**src/rtl/if_id_latch.sv**
```systemverilog
// ============================================================================
//  Module      : if_id_latch
//  Description : IF/ID pipeline register for the 16-bit WISC pipeline.
//                Captures the fetched instruction and PC+2 each cycle and
//                presents them to decode. Supports stall (hold), flush
//                (bubble injection) and sticky HALT detection, drives a
//                hold request back to the fetch PC logic, and keeps a
//                saturating stall-cycle counter for performance debug.
//
//  Ports       :
//    clk          in   1      system clock, rising-edge active
//    rst          in   1      synchronous active-high reset
//    instr_in     in   WIDTH  instruction word from fetch
//    pc_next_in   in   WIDTH  PC+2 from fetch
//    stall        in   1      hazard unit hold request
//    flush        in   1      branch/jump redirect, kills the capture
//    instr_out    out  WIDTH  registered instruction to decode
//    pc_next_out  out  WIDTH  registered PC+2 to decode
//    valid_out    out  1      instr_out is a real instruction
//    halt_out     out  1      sticky: a HALT has been captured
//    fetch_hold   out  1      fetch must not advance PC this cycle
//    stall_cnt    out  16     saturating stall-cycle counter
//
//  Revision    : 1.0  initial release
// ============================================================================
`default_nettype none

module if_id_latch #(
    parameter int          WIDTH       = 16,
    parameter logic [15:0] NOP_INSTR   = 16'h0800,
    parameter logic [4:0]  HALT_OPCODE = 5'b00000
) (
    input  logic             clk,
    input  logic             rst,
    input  logic [WIDTH-1:0] instr_in,
    input  logic [WIDTH-1:0] pc_next_in,
    input  logic             stall,
    input  logic             flush,
    output logic [WIDTH-1:0] instr_out,
    output logic [WIDTH-1:0] pc_next_out,
    output logic             valid_out,
    output logic             halt_out,
    output logic             fetch_hold,
    output logic [15:0]      stall_cnt
);

    // ------------------------------------------------------------------
    // State encoding. HALTED is split into two encodings so the HALT word
    // reaches decode for exactly one cycle: HALT_NEW is the cycle the HALT
    // is visible on instr_out, HALT_HOLD is every cycle after the bubble
    // has replaced it. Both encodings share bit 1, which is what the
    // fetch hold decode uses.
    // ------------------------------------------------------------------
    localparam logic [1:0] c_st_empty     = 2'b00;
    localparam logic [1:0] c_st_run       = 2'b01;
    localparam logic [1:0] c_st_halt_new  = 2'b10;
    localparam logic [1:0] c_st_halt_hold = 2'b11;

    localparam logic [15:0] c_cnt_max = 16'hFFFF;

    logic [1:0]       r_state;
    logic [1:0]       w_state_next;

    logic [WIDTH-1:0] r_instr;
    logic [WIDTH-1:0] r_pc_next;
    logic             r_valid;
    logic             r_halt;
    logic [15:0]      r_stall_cnt;

    logic             w_halted;
    logic             w_is_halt;
    logic             w_live;
    logic             w_do_stall;
    logic             w_do_capture;

    // Both halted encodings count as the HALTED state.
    assign w_halted  = r_state[1];
    assign w_is_halt = (instr_in[WIDTH-1:WIDTH-5] == HALT_OPCODE);

    // EMPTY or RUN: the only states where stall and capture apply.
    assign w_live       = ~w_halted;
    assign w_do_stall   = ~flush & stall & w_live;
    assign w_do_capture = ~flush & ~stall & w_live;

    // ------------------------------------------------------------------
    // State register
    // ------------------------------------------------------------------
    always_ff @(posedge clk) begin
        if (rst) begin
            r_state <= c_st_empty;
        end else begin
            r_state <= w_state_next;
        end
    end

    // ------------------------------------------------------------------
    // Next-state logic. Priority: flush > stall > capture. A flush out of
    // HALTED is legal because a HALT behind a taken branch is speculative.
    // ------------------------------------------------------------------
    always_comb begin
        w_state_next = r_state;
        if (flush) begin
            w_state_next = c_st_empty;
        end else begin
            case (r_state)
                c_st_empty,
                c_st_run: begin
                    if (!stall) begin
                        w_state_next = w_is_halt ? c_st_halt_new : c_st_run;
                    end
                end
                c_st_halt_new: begin
                    w_state_next = c_st_halt_hold;
                end
                c_st_halt_hold: begin
                    w_state_next = c_st_halt_hold;
                end
                default: begin
                    w_state_next = c_st_empty;
                end
            endcase
        end
    end

    // ------------------------------------------------------------------
    // Datapath registers
    // ------------------------------------------------------------------
    always_ff @(posedge clk) begin
        if (rst) begin
            r_instr   <= NOP_INSTR[WIDTH-1:0];
            r_pc_next <= '0;
            r_valid   <= 1'b0;
            r_halt    <= 1'b0;
        end else if (flush) begin
            // Bubble injection; PC+2 is left alone.
            r_instr <= NOP_INSTR[WIDTH-1:0];
            r_valid <= 1'b0;
            r_halt  <= 1'b0;
        end else if (w_do_capture) begin
            r_instr   <= instr_in;
            r_pc_next <= pc_next_in;
            r_valid   <= 1'b1;
            if (w_is_halt) begin
                r_halt <= 1'b1;
            end
        end else if (r_state == c_st_halt_new) begin
            // Retire the HALT word from decode after its single cycle.
            r_instr <= NOP_INSTR[WIDTH-1:0];
            r_valid <= 1'b0;
        end
    end

    // ------------------------------------------------------------------
    // Stall-cycle counter: counts only stalls that actually hold the
    // register (not flushed, not halted) and saturates instead of wrapping.
    // ------------------------------------------------------------------
    always_ff @(posedge clk) begin
        if (rst) begin
            r_stall_cnt <= '0;
        end else if (w_do_stall && (r_stall_cnt != c_cnt_max)) begin
            r_stall_cnt <= r_stall_cnt + 16'd1;
        end
    end

    // ------------------------------------------------------------------
    // Outputs
    // ------------------------------------------------------------------
    assign instr_out   = r_instr;
    assign pc_next_out = r_pc_next;
    assign valid_out   = r_valid;
    assign halt_out    = r_halt;
    assign stall_cnt   = r_stall_cnt;

    // Combinational so fetch freezes in the same cycle the stall appears.
    assign fetch_hold  = stall | w_halted;

endmodule

`default_nettype wire

```
**config.mk**
```make
export PLATFORM = sky130hd
export DESIGN_NAME = if_id_latch
export DESIGN_NICKNAME = d
export VERILOG_FILES = /design/src/rtl/if_id_latch.sv
export SDC_FILE = /design/constraint.sdc
export NUM_CORES = 1
export LEC_CHECK = 0
export CORE_MARGIN = 10
export CORE_UTILIZATION = 47
export CTS_BUF_LIST = sky130_fd_sc_hd__clkbuf_8
export DETAILED_ROUTE_END_ITERATION = 8
export PLACE_DENSITY = 0.87
export SLEW_MARGIN = 20
export SYNTH_ARGS = -nofsm -noshare
export SYNTH_HDL_FRONTEND = slang
export SYNTH_SLANG_ARGS = --single-unit
export TNS_END_PERCENT = 1
```
**constraint.sdc**
```tcl
create_clock -name clk -period 3 [get_ports clk]
set_input_delay 0.45 -clock clk [delete_from_list [all_inputs] [get_ports clk]]
set_output_delay 0.45 -clock clk [all_outputs]
set_load 0.1 [all_outputs]
```
==> flow_summary.json <==
{
  "post_cts.repair.setup_buffers": 0,
  "power_density_mw_per_mm2": 488,
  "drv_cap": 0,
  "antenna_left": 0,
  "antenna_found_initial": 0,
  "p_total_mw": 1.46,
  "clock_skew_ns": 0.00713,
  "cts_resized": 0,
  "drt_iter0_drc": 89,
  "dr.pass1.iters": 4,
  "antennaDiodeCount": 0,
  "grt_use_met3": 0.0721,
  "area_growth_pct": 41.7,
  "clock_sinks": 52,
  "hp-class": "register to register",
  "core_area_mm2": 0.00435,
  "grt.total_usage": 0.144,
  "start_util": 0.484,
  "die_w_um": 87.0,
  "dpl.hpwl_um": 4260,
  "period_needed_ns": 2.13,
  "ys_seq_area_frac": 0.494,
  "io_pins": 87,
  "finalSetupViolations": 0,
  "fmax_mhz": 470,
  "wl_per_cell_um": 14.9,
  "place_area_mm2": 0.00288,
  "place.gp.congestion": 0.782,
  "clk_latency_ns": 0.30,
  "clock_path_buffers": 2,
  "crit_family": "simple AND/OR/NAND/NOR gates",
  "synth_cell_type_count": 39,
  "vdd_drop_max_mv": 0.298,
  "grt_pass1_wl_um": 9160,
  "syn_nets": 280,
  "remaining_drc_errors": 0,
  "layout_common_cells": "buf_4 (55), dfxtp_1 (52), nand2_1 (41)",
  "crit_slowest_cell": "clkdlybuf4s50_1",
  "cp_cell_sequence": "clkdlybuf4s50_1 > nor3b_4 > nand4_2 > nor4_1 > mux2_2",
  "run_status": "completed",
  "first_global_vias": 2043,
  "avgSynthCellArea_um2": 8.67,
  "worst_ep_required_time_ns": 3.19,
  "path_class": "input port to register",
  "design_area_mm2": 0.00299,
  "cts_tree": "yes",
  "layout_commonest_cell": "buf_4",
  "start_kind": "input port",
  "top_usage_layer": "met2",
  "p_leak_nw": 1.18,
  "crit_path_end_kind": "register",
  "final_max_slew_viol_count": 0,
  "cts.clk_slew.worst_paths_ns": 0.09,
  "die_area_mm2": 0.00756,
  "synth_cells": 243,
  "cts_hold_buf": 0,
  "syn_area_mm2": 0.00211,
  "worstPathArrival_ns": 2.32,
  "die_h_um": 87.0,
  "crit_buf_inv": 1,
  "numCtsBuffers": 5,
  "synth-seq-cells": 52,
  "fin_setup_tns_ns": 0,
  "relSlewSlack": 0.538,
  "htreeDepth": 2,
  "layout_worst_path_cycle_share": 0.709,
  "root_buffer": "clkbuf_8",
  "yosysWarnings": 0,
  "grt_max_degree": 33,
  "vias": 2040,
  "gr-total-overflow": 0,
  "vias_per_cell": 5.38,
  "drive_gt1_frac": 0.217,
  "rsz0062_at_grt": "no",
  "grt_use_met1": 0.156,
  "dp.cells": 371,
  "rows": 24,
  "io_buffer_count": 86,
  "finalNonFillerCells": 379,
  "grtUsageMet2": 0.241,
  "critPathMaxStageDelay_ns": 0.61,
  "nNetsFinal": 363,
  "tightest_slew_ns": 0.687,
  "path_max_fanout": 7,
  "routed_wl_um": 5650,
  "finalHoldViolations": 0,
  "fillers": 375
}
[layer usage]
metal,share of wire,vias to the layer above
met5,0,-
met4,0.013,0
met3,0.11,9
met2,0.47,67
met1,0.41,936
li1,-,1028
[cell usage after synthesis, drive strengths merged]
library cell  number  area share
or2                3      0.0089
o2111ai            1      0.0042
nand3              3      0.0071
nor3b              1      0.0089
and4               1      0.0042
a22oi             15       0.053
o31ai              4       0.014
and4bb             1      0.0059
a31oi              2      0.0059
inv                3      0.0053
nand2             41       0.073
o31a               1      0.0042
nand2b             3      0.0089
dfxtp             52        0.49
nor3               6       0.014
buf                5       0.014
a41oi              1      0.0042
a21oi             28       0.067
mux2               4       0.021
o41ai              2      0.0083
nand4              5       0.021
mux2i              2      0.0095
ha                 1      0.0059
nor4               2      0.0089
o21a               2      0.0071
and3               1      0.0030
a311oi             1      0.0042
nor2b              5       0.015
clkbuf             9       0.016
o21ai              4      0.0095
or4                6       0.021
nor2              26       0.046
or3                2      0.0059
[report_power, final]
group	total [mW]	internal, mW	leakage [nW]	switching [mW]
Combinational	0.271	0.0865	0.695	0.184
Clock	0.467	0.244	0.0593	0.222
Sequential	0.719	0.707	0.422	0.0117
[state kept, by name (all words and copies together) (netlist names)]
| name | flops |
|---|---|
| pc_next_out | 16 |
| valid_out | 1 |
| stall_cnt | 16 |
| r_state | 2 |
| instr_out | 16 |
| halt_out | 1 |
[through the flow]
step	util	hold slack, ns	setup WS (ns)
finish	0.686	0.457	0.874
global route	0.686	0.479	0.748
CTS	0.686	0.460	0.890
detailed placement	0.661	0.447	0.583
global placement	0.661	0.442	0.641
floorplan	-	0.535	0.518
[path summary, 6_finish.rpt]
kind	depth (start not counted)	to	slack [ns]	start
setup / recovery	5	stall_cnt[11]	0.87	stall
hold reg to reg	2	pc_next_out[7]	0.46	pc_next_out[7]
setup reg to reg	5	stall_cnt[3]	0.90	stall_cnt[0]
hold / removal	2	pc_next_out[7]	0.46	pc_next_out[7]
[cells by family after synthesis]
logic type / Yosys count / share of synthesized area
simple gates: 106 / 0.252
compound gates: 61 / 0.182
flops: 52 / 0.494
buf+inv: 17 / 0.0350
mux: 6 / 0.0309
fa+ha+maj: 1 / 0.00594
[worst register-to-register path, delay by kind of cell, from the launching register on]
family	cells	cell delay, ns
and+or+nand+nor	1	0.64
DFF	1	0.49
muxes	1	0.34
buffers and inverters	1	0.08
adders and majority gates	1	0.27
AOI/OAI and AO/OA	1	0.17
[final cells by class]
cell class | instances | area, um2 | share of cell area
clock buffers | 5 | 68.8 | 0.0231
clock inverters | 3 | 38.8 | 0.0130
inverters | 3 | 11.3 | 0.00377
multi-input cells | 174 | 997 | 0.334
flip-flops and latches | 52 | 1040 | 0.349
well taps | 52 | 65.1 | 0.0218
repair buffers | 90 | 763 | 0.256
No activity file was read; power rests on OpenSTA's default activity.
